--- src/rtl/wb_write_arbiter.sv ---
// wb_write_arbiter: merges a priority in-order writeback port (A) and a FIFO-buffered
// late-result port (B) onto the register file's single registered write port.
module wb_write_arbiter #(
    parameter int DATA_WIDTH   = 32,
    parameter int ADDR_WIDTH   = 5,
    parameter int FIFO_DEPTH   = 4,
    parameter int STARVE_LIMIT = 8
) (
    input  logic                         clk,
    input  logic                         rst_n,
    input  logic                         a_valid,
    output logic                         a_ready,
    input  logic [ADDR_WIDTH-1:0]        a_addr,
    input  logic [DATA_WIDTH-1:0]        a_data,
    input  logic                         b_valid,
    output logic                         b_ready,
    input  logic [ADDR_WIDTH-1:0]        b_addr,
    input  logic [DATA_WIDTH-1:0]        b_data,
    output logic                         wr_en,
    output logic [ADDR_WIDTH-1:0]        w_addr,
    output logic [DATA_WIDTH-1:0]        w_data,
    output logic [2**ADDR_WIDTH-1:0]     busy_mask,
    output logic [$clog2(FIFO_DEPTH):0]  fifo_count
);
    localparam int PW = $clog2(FIFO_DEPTH);
    localparam int CW = PW + 1;
    localparam int SW = $clog2(STARVE_LIMIT + 1);

    logic [ADDR_WIDTH-1:0] q_addr [FIFO_DEPTH];
    logic [DATA_WIDTH-1:0] q_data [FIFO_DEPTH];
    logic [PW-1:0]         rd_ptr, wr_ptr, off;
    logic [SW-1:0]         starve_cnt;
    logic                  a_fire, enq, deq, fifo_empty;

    assign fifo_empty = fifo_count == '0;
    assign b_ready    = fifo_count != CW'(FIFO_DEPTH);
    assign a_ready    = !(starve_cnt == SW'(STARVE_LIMIT) && !fifo_empty);
    assign a_fire     = a_valid && a_ready;
    // Writes to r0 are accepted but dropped, so they never occupy a slot.
    assign enq        = b_valid && b_ready && b_addr != '0;
    assign deq        = !a_fire && !fifo_empty;

    always_ff @(posedge clk) begin
        if (enq) begin
            q_addr[wr_ptr] <= b_addr;
            q_data[wr_ptr] <= b_data;
        end
    end

    always_ff @(posedge clk or negedge rst_n) begin
        if (!rst_n) begin
            rd_ptr     <= '0;
            wr_ptr     <= '0;
            fifo_count <= '0;
            starve_cnt <= '0;
            wr_en      <= 1'b0;
            w_addr     <= '0;
            w_data     <= '0;
        end else begin
            rd_ptr     <= rd_ptr + PW'(deq);
            wr_ptr     <= wr_ptr + PW'(enq);
            fifo_count <= fifo_count + CW'(enq) - CW'(deq);
            if (a_fire && !fifo_empty)
                starve_cnt <= (starve_cnt == SW'(STARVE_LIMIT)) ? starve_cnt : starve_cnt + SW'(1);
            else
                starve_cnt <= '0;
            wr_en <= a_fire ? (a_addr != '0) : !fifo_empty;
            if (a_fire && a_addr != '0) begin
                w_addr <= a_addr;
                w_data <= a_data;
            end else if (deq) begin
                w_addr <= q_addr[rd_ptr];
                w_data <= q_data[rd_ptr];
            end
        end
    end

    always_comb begin
        busy_mask = '0;
        off       = '0;
        for (int i = 0; i < FIFO_DEPTH; i++) begin
            off = PW'(i) - rd_ptr;
            if ({1'b0, off} < fifo_count) busy_mask[q_addr[i]] = 1'b1;
        end
        if (wr_en) busy_mask[w_addr] = 1'b1;
        busy_mask[0] = 1'b0;
    end
endmodule

--- config.mk ---
export PLATFORM = sky130hd
export DESIGN_NAME = wb_write_arbiter
export DESIGN_NICKNAME = d
export VERILOG_FILES = /design/src/rtl/wb_write_arbiter.sv
export SDC_FILE = /design/constraint.sdc
export NUM_CORES = 1
export LEC_CHECK = 0
export ABC_AREA = 1
export CORE_MARGIN = 3
export CORE_UTILIZATION = 59
export DETAILED_ROUTE_END_ITERATION = 7
export HOLD_SLACK_MARGIN = 0.1
export PLACE_DENSITY = 0.86
export SLEW_MARGIN = 20
export SYNTH_ARGS = -nofsm -noshare
export SYNTH_HDL_FRONTEND = slang
export SYNTH_SLANG_ARGS = --single-unit
--- constraint.sdc ---
create_clock -name clk -period 8.4 [get_ports clk]
set_input_delay 0.84 -clock clk [delete_from_list [all_inputs] [get_ports clk]]
set_output_delay 0.84 -clock clk [all_outputs]
set_load 0.01 [all_outputs]
; ---- Word level (Yosys, flattened, before mapping)
; Memory sizes are Yosys's and may differ from the RTL's.
; Cells that the tools add are included.
; W data, S select, Z words.
[op_classes]
div = 0
multipliers = 0
add_sub_neg = 9
n_eq_ne = 3
order_cmp = 14
n_reduce_logical = 19
shift = 0
n_mux = 24
n_bitwise = 4
[op_table]
columns = operator, n
row1 = $mux W32, 7
row2 = $or A32 B32 Y32, 4
row3 = $lt A5 B6 Y1 const B, 5
row4 = $demux W1 S5, 5
row5 = $ge A5 B1 Y1 const B, 5
row6 = $logic_and A1 B1 Y1, 12
row7 = $lt A2 B3 Y1, 4
row8 = $mux W5, 2
row9 = $reduce_bool A5 Y1, 2
row10 = $mux W1, 8
row11 = $mux W4, 2
row12 = $add A2 B1 Y2, 2
row13 = $add A4 B1 Y4 const B, 1
row14 = $eq A4 B4 Y1 const B, 1
row15 = $sub A1 B2 Y2 const A, 2
row16 = $sub A2 B2 Y2 const A, 2
row17 = $add A3 B1 Y3, 1
row18 = $logic_not A1 Y1, 3
row19 = $logic_not A3 Y1, 1
row20 = $ne A3 B3 Y1 const B, 1
row21 = $sub A3 B1 Y3, 1
row22 = $ne A2 B2 Y1 const B, 1
row23 = $reduce_bool A2 Y1, 1
[totals]
out_inout_bits = 75
regBits = 49
in_bits = 78
latch_bits = 0
rom_bits = 0
wordCells = 82
memories = 2
ramBits = 148
[memory_table]
columns = name, words, width, read_ports, rd_ports_with_merged_regs, wr, line_no
row1 = q_data, 4, 32, 1, 0, 1, 30  ; logic [DATA_WIDTH-1:0] q_data [FIFO_DEPTH];
row2 = q_addr, 4, 5, 5, 0, 1, 29  ; logic [ADDR_WIDTH-1:0] q_addr [FIFO_DEPTH];

; ---- Depth between registers and ports, before layout
; An unclocked memory read counts as a cell.
[logic_depth]
word_depth = 14
mapped_depth = 13

; ---- Worst setup path after synthesis
; Ideal clock, no wire load.
[synth_path]
kind = in2reg
start = in b_addr[1]
end = mem q_addr[0][0] (enable)
n_path_buf = 0
path_stages = 4
slack_ns = 5.154
t_arrival_ns = 2.815
path_cell_list = nor2_1 -> a31oi_1 -> nand2_1 -> nor2_1
[synth_via]
elab_chain_cells = 4
[synth_lines]
columns = element, line_no
row1 = "start, declared", 17  ; input logic [ADDR_WIDTH-1:0] b_addr,
row2 = $reduce_bool A5 Y1, 40  ; assign enq = b_valid && b_ready && b_addr != '0;
row3 = $logic_and A1 B1 Y1, 40
row4 = $mux W1, 44  ; if (enq) begin
row5 = $mux W1 (not written as such), 45  ; q_addr[wr_ptr] <= b_addr;
row6 = "end, declared", 29
; No other way between the ends.

; ---- Worst setup path after layout
[layout_path]
start = in a_addr[2]
end = reg w_data[12]
[layout_via]
elab_chain_cells = 3
elab_cells_between_ends = 4
classes_between = mux (1) / reduce/logical (3)
[layout_lines]
columns = element, line_no
row1 = "start, declared", 13  ; input logic [ADDR_WIDTH-1:0] a_addr,
row2 = $reduce_bool A5 Y1 (*), 68  ; if (a_fire && a_addr != '0) begin
row3 = $logic_and A1 B1 Y1 (*), 68
row4 = $mux W32 / $reduce_bool A2 Y1 (equally long branches), -
row5 = "end signal, assigned", 70  ; w_data <= a_data;
row6 = "end signal, assigned", 73  ; w_data <= q_data[rd_ptr];
row7 = "end, declared", 21  ; output logic [DATA_WIDTH-1:0] w_data,
; Every way passes the cells marked *; elsewhere a longest branch is shown, timed or not.
; A chain may end at the register's enable or synchronous reset.

==> summary by stage <==
Timing
For this run, the top clock speed supported by timing is 0.242 GHz. For the final database, setup skew stands at ~0.009 ns. The pin slew with the least headroom to its limit is just over 1 ns.

The worst slew margin relative to its limit is a little under a third. The number of setup violations in the final report is 0. The number of max-slew violations in the final report came to 0. The routed design could run at a clock period as short as ~4.1 ns. The post-route setup TNS is 0 ns. The ratio of final minimum period to clock period is slightly below 50%. The number of hold violations in the final report is 0. Setup repair after global routing left no endpoint under its margin.

Across all setup checks in the final design, the least slack found is about 4.3 ns.

Drt
Once detail routing completed, the nets flagged for antenna violations numbered 0. The final layout contains routed wiring with a total length of approximately 28000 µm. For this run, design rule violations remaining after detail routing come to 0. In the final routed layout, each cell accounts on average for ~18 µm. The vias after detailed routing is 8850.

In this run, the number of DRC markers left after iteration 0 of detailed routing was between 900 and 1000. The first TritonRoute pass finished after 6 iterations. After detailed routing, the number of vias per cell comes to ~5.7.

GRT
The global-route usage over all layers is between 30 and 40%. The global-route wire length before repair is between 40000 and 50000 µm. Global routing finished with a remaining overflow of 0.

The via count of the first global-routing pass was about 8400. The initial antenna violation count is 0. The pin count of the biggest net entering global routing is 50.

Layout
Leaving out fill and tap cells, the most frequent cells in the layout are 442 x sky130_fd_sc_hd__nand2_1, 150 x sky130_fd_sc_hd__clkdlybuf4s50_1, 148 x sky130_fd_sc_hd__edfxtp_1. Cells with a size suffix above 1 make up between 4 and 5% of the layout. Counting the fill cells in the layout gives 1149. The net count of the finished layout is between 1000 and 1500. The number of antenna diodes in the final layout is 0. The post-route non-filler standard cell count is ~1600.

The area added between synthesis and finish is 22.2%. The most common library cell in the layout ignoring fill and taps is sky130_fd_sc_hd__nand2_1.

Logic synthesis
The post-synthesis area per instance is around 8.4 µm². The net count after synthesis is ~1300. The cell area that synthesis handed to floorplanning was approximately 10000 µm². The synthesized instance count is between 1000 and 1500.

After synthesis the netlist holds a flip-flop and latch count of between 150 and 200. For this run, the register share of the synthesized area comes to 56.6%. The Yosys step of the flow raised 0 warnings.

After synthesis, the netlist uses 30 different library cells.

CTS
TritonCTS built the clock tree. The number of levels the H-tree was split into is 4. The clock-pin slew on the worst setup and hold paths is approximately 0.080 ns.

The number of hold buffers added after CTS was 0. In this run the post-CTS setup repair buffer count came out at 0. The clock tree root buffer cell is sky130_fd_sc_hd__clkbuf_16. The later pin in the worst-skew pair is clocked with a latency of about 0.43 ns. The total CTS buffers is 17. In this run the deepest clock path goes through 2 buffers.

After clock tree synthesis, the repair step resized 0 gates. CTS saw 197 sinks.

Pwr
In this run the static leakage power is 5.41 nW. The worst-case IR drop observed on VDD is between 0.15 and 0.2 mV. Power spread over the standard cell area amounts to 313 nW/µm².

Placed design
The final weighted congestion in routability-driven placement is 0.987. Before CTS, the worst setup slack after placement is between 3 and 4 ns. Input and output buffers added on the ports amount to roughly 150. Including well taps, the total number of placed cells is about 1500.

Detailed placement finished with a half-perimeter wire length of 19300 µm.

Worst hold path
The min-delay analysis places its worst path in the category primary input to asynchronous set/reset pin.

Floorplan
The standard cell core area is between 15000 and 20000 µm². The cell row count is 46. The floorplan step set the die width to around 140 µm. The number of primary I/O pins is approximately 150.

The floorplan die area is about 19000 µm². The die boundary height is between 100 and 150 µm. For this configuration, the core starts out at a cell density of 61.7%.

Status
The flow ran to the end, and the final reports show no timing, DRC or antenna violations.

Setup path
Data arrives at the worst endpoint at 4.50 ns. The critical path is of the primary input to register type. Counting cells, the worst reg-to-reg path comes to 8. The worst setup path is captured at a register. The startpoint of the lowest-slack register-to-register path is fifo_count[1]. The largest fanout on the critical path is 39. The data required time at the worst endpoint is between 8 and 9 ns. The worst setup path is launched from a primary input.

The most critical setup path has its startpoint at a_addr[2].

Job
The max-capacitance violation count is 0.
==> area by class of cell <==
class / instances / area, µm² / area share [%]
Multi-Input combinational cell: 836 / 3690 / 30.2
Tap cell: 216 / 270 / 2.21
Timing Repair Buffer: 160 / 1580 / 12.9
Clock buffer: 17 / 425 / 3.48
Inverter: 118 / 443 / 3.62
Clock inverter: 15 / 156 / 1.28
Sequential cell: 197 / 5670 / 46.3
==> path summary, 6_finish.rpt <==
kind	to	slack [ns]
min in group clk	wr_ptr[1]	0.50
hold / removal	wr_en	0.43
hold reg to reg	wr_ptr[1]	0.50
setup reg to reg	w_data[12]	4.66
setup / recovery	w_data[12]	4.27
max in group asynchronous	w_data[8]	7.54
==> routing by layer <==
metal / wire (µm) / track usage (%) / vias to the layer above
li1: - / - / 4155
met1: 10800 / 41.0 / 4074
met2: 13300 / 49.2 / 534
met3: 2700 / 5.92 / 87
met4: 1020 / 12.3 / 0
met5: 0 / 0 / -
==> synth_stat cells <==
cell type,instances,area (µm²)
sky130_fd_sc_hd__conb_1,1,3.75
sky130_fd_sc_hd__inv_2,2,7.51
sky130_fd_sc_hd__a21boi_0,7,52.6
sky130_fd_sc_hd__a31oi_1,1,6.26
sky130_fd_sc_hd__a21oi_1,26,130
sky130_fd_sc_hd__clkinv_1,1,3.75
sky130_fd_sc_hd__ha_1,10,125
sky130_fd_sc_hd__o21ai_0,17,85.1
sky130_fd_sc_hd__nand3_1,97,485
sky130_fd_sc_hd__buf_6,3,33.8
sky130_fd_sc_hd__buf_1,1,3.75
sky130_fd_sc_hd__fa_1,1,20.0
sky130_fd_sc_hd__o21ai_1,1,5.00
sky130_fd_sc_hd__nand4_1,39,244
sky130_fd_sc_hd__dfrtp_1,49,1230
sky130_fd_sc_hd__buf_2,21,105
sky130_fd_sc_hd__edfxtp_1,148,4440
sky130_fd_sc_hd__nand3_4,1,17.5
sky130_fd_sc_hd__nand3_2,2,20.0
sky130_fd_sc_hd__nand2_1,442,1660
sky130_fd_sc_hd__nor2_1,144,541
sky130_fd_sc_hd__inv_1,115,432
sky130_fd_sc_hd__xor2_1,4,35.0
sky130_fd_sc_hd__clkbuf_1,9,33.8
sky130_fd_sc_hd__xnor2_1,2,17.5
sky130_fd_sc_hd__nand2_2,4,25.0
sky130_fd_sc_hd__buf_4,8,60.1
sky130_fd_sc_hd__nor3_1,33,165
sky130_fd_sc_hd__o22ai_1,1,6.26
sky130_fd_sc_hd__nor2_2,3,18.8
==> cell families (layout without fill, tap and decap cells) <==
| group | count (synthesis) | after routing | share of synthesized area (%) |
|---|---|---|---|
| other | 1 | 1 | 0.0375 |
| adder cells (fa/ha/maj) | 11 | 11 | 1.45 |
| XOR/XNOR | 6 | 6 | 0.525 |
| flip-flops | 197 | 197 | 56.6 |
| AO/OA/AOI/OAI | 53 | 53 | 2.85 |
| buffers and inverters | 160 | 310 | 6.79 |
| AND/OR/NAND/NOR | 765 | 765 | 31.7 |
==> registers in the layout, summed over array words and instances (netlist names) <==
| signal | flops |
|---|---|
| fifo_count | 3 |
| rd_ptr | 2 |
| q_data | 128 |
| q_addr | 20 |
| wr_en | 1 |
| w_addr | 5 |
| wr_ptr | 2 |
| starve_cnt | 4 |
| w_data | 32 |
==> through the flow <==
stage	power (mW)	utilization (%)	area [µm²]	hold slack, ns
6_report	3.83	75.4	12200	0.426
5_1_grt	4.06	75.4	12200	0.463
4_1_cts	3.82	75.4	12200	0.502
3_5_place_dp	3.02	71.8	11600	0.481
3_3_place_gp	2.97	71.8	11600	0.476
2_1_floorplan	2.37	-	10000	0.453
==> power breakdown <==
| part | total, mW | internal [mW] | switching, mW | leakage (nW) |
|---|---|---|---|---|
| Clock | 0.794 | 0.399 | 0.395 | 0.289 |
| Combinational | 1.57 | 0.557 | 1.01 | 3.18 |
| Sequential | 1.47 | 1.30 | 0.167 | 1.94 |
==> critical path, stage by stage <==
cell                              delay (ns)
sky130_fd_sc_hd__clkdlybuf4s50_1        0.42
sky130_fd_sc_hd__nor2_1                 0.20
sky130_fd_sc_hd__nand3_2                0.70
sky130_fd_sc_hd__nand3_4                0.74
sky130_fd_sc_hd__nand2_2                0.59
sky130_fd_sc_hd__inv_2                  0.69
sky130_fd_sc_hd__nand2_1                0.16
sky130_fd_sc_hd__nand2_1                0.12
Note: power is estimated with default switching activity, not from simulation.
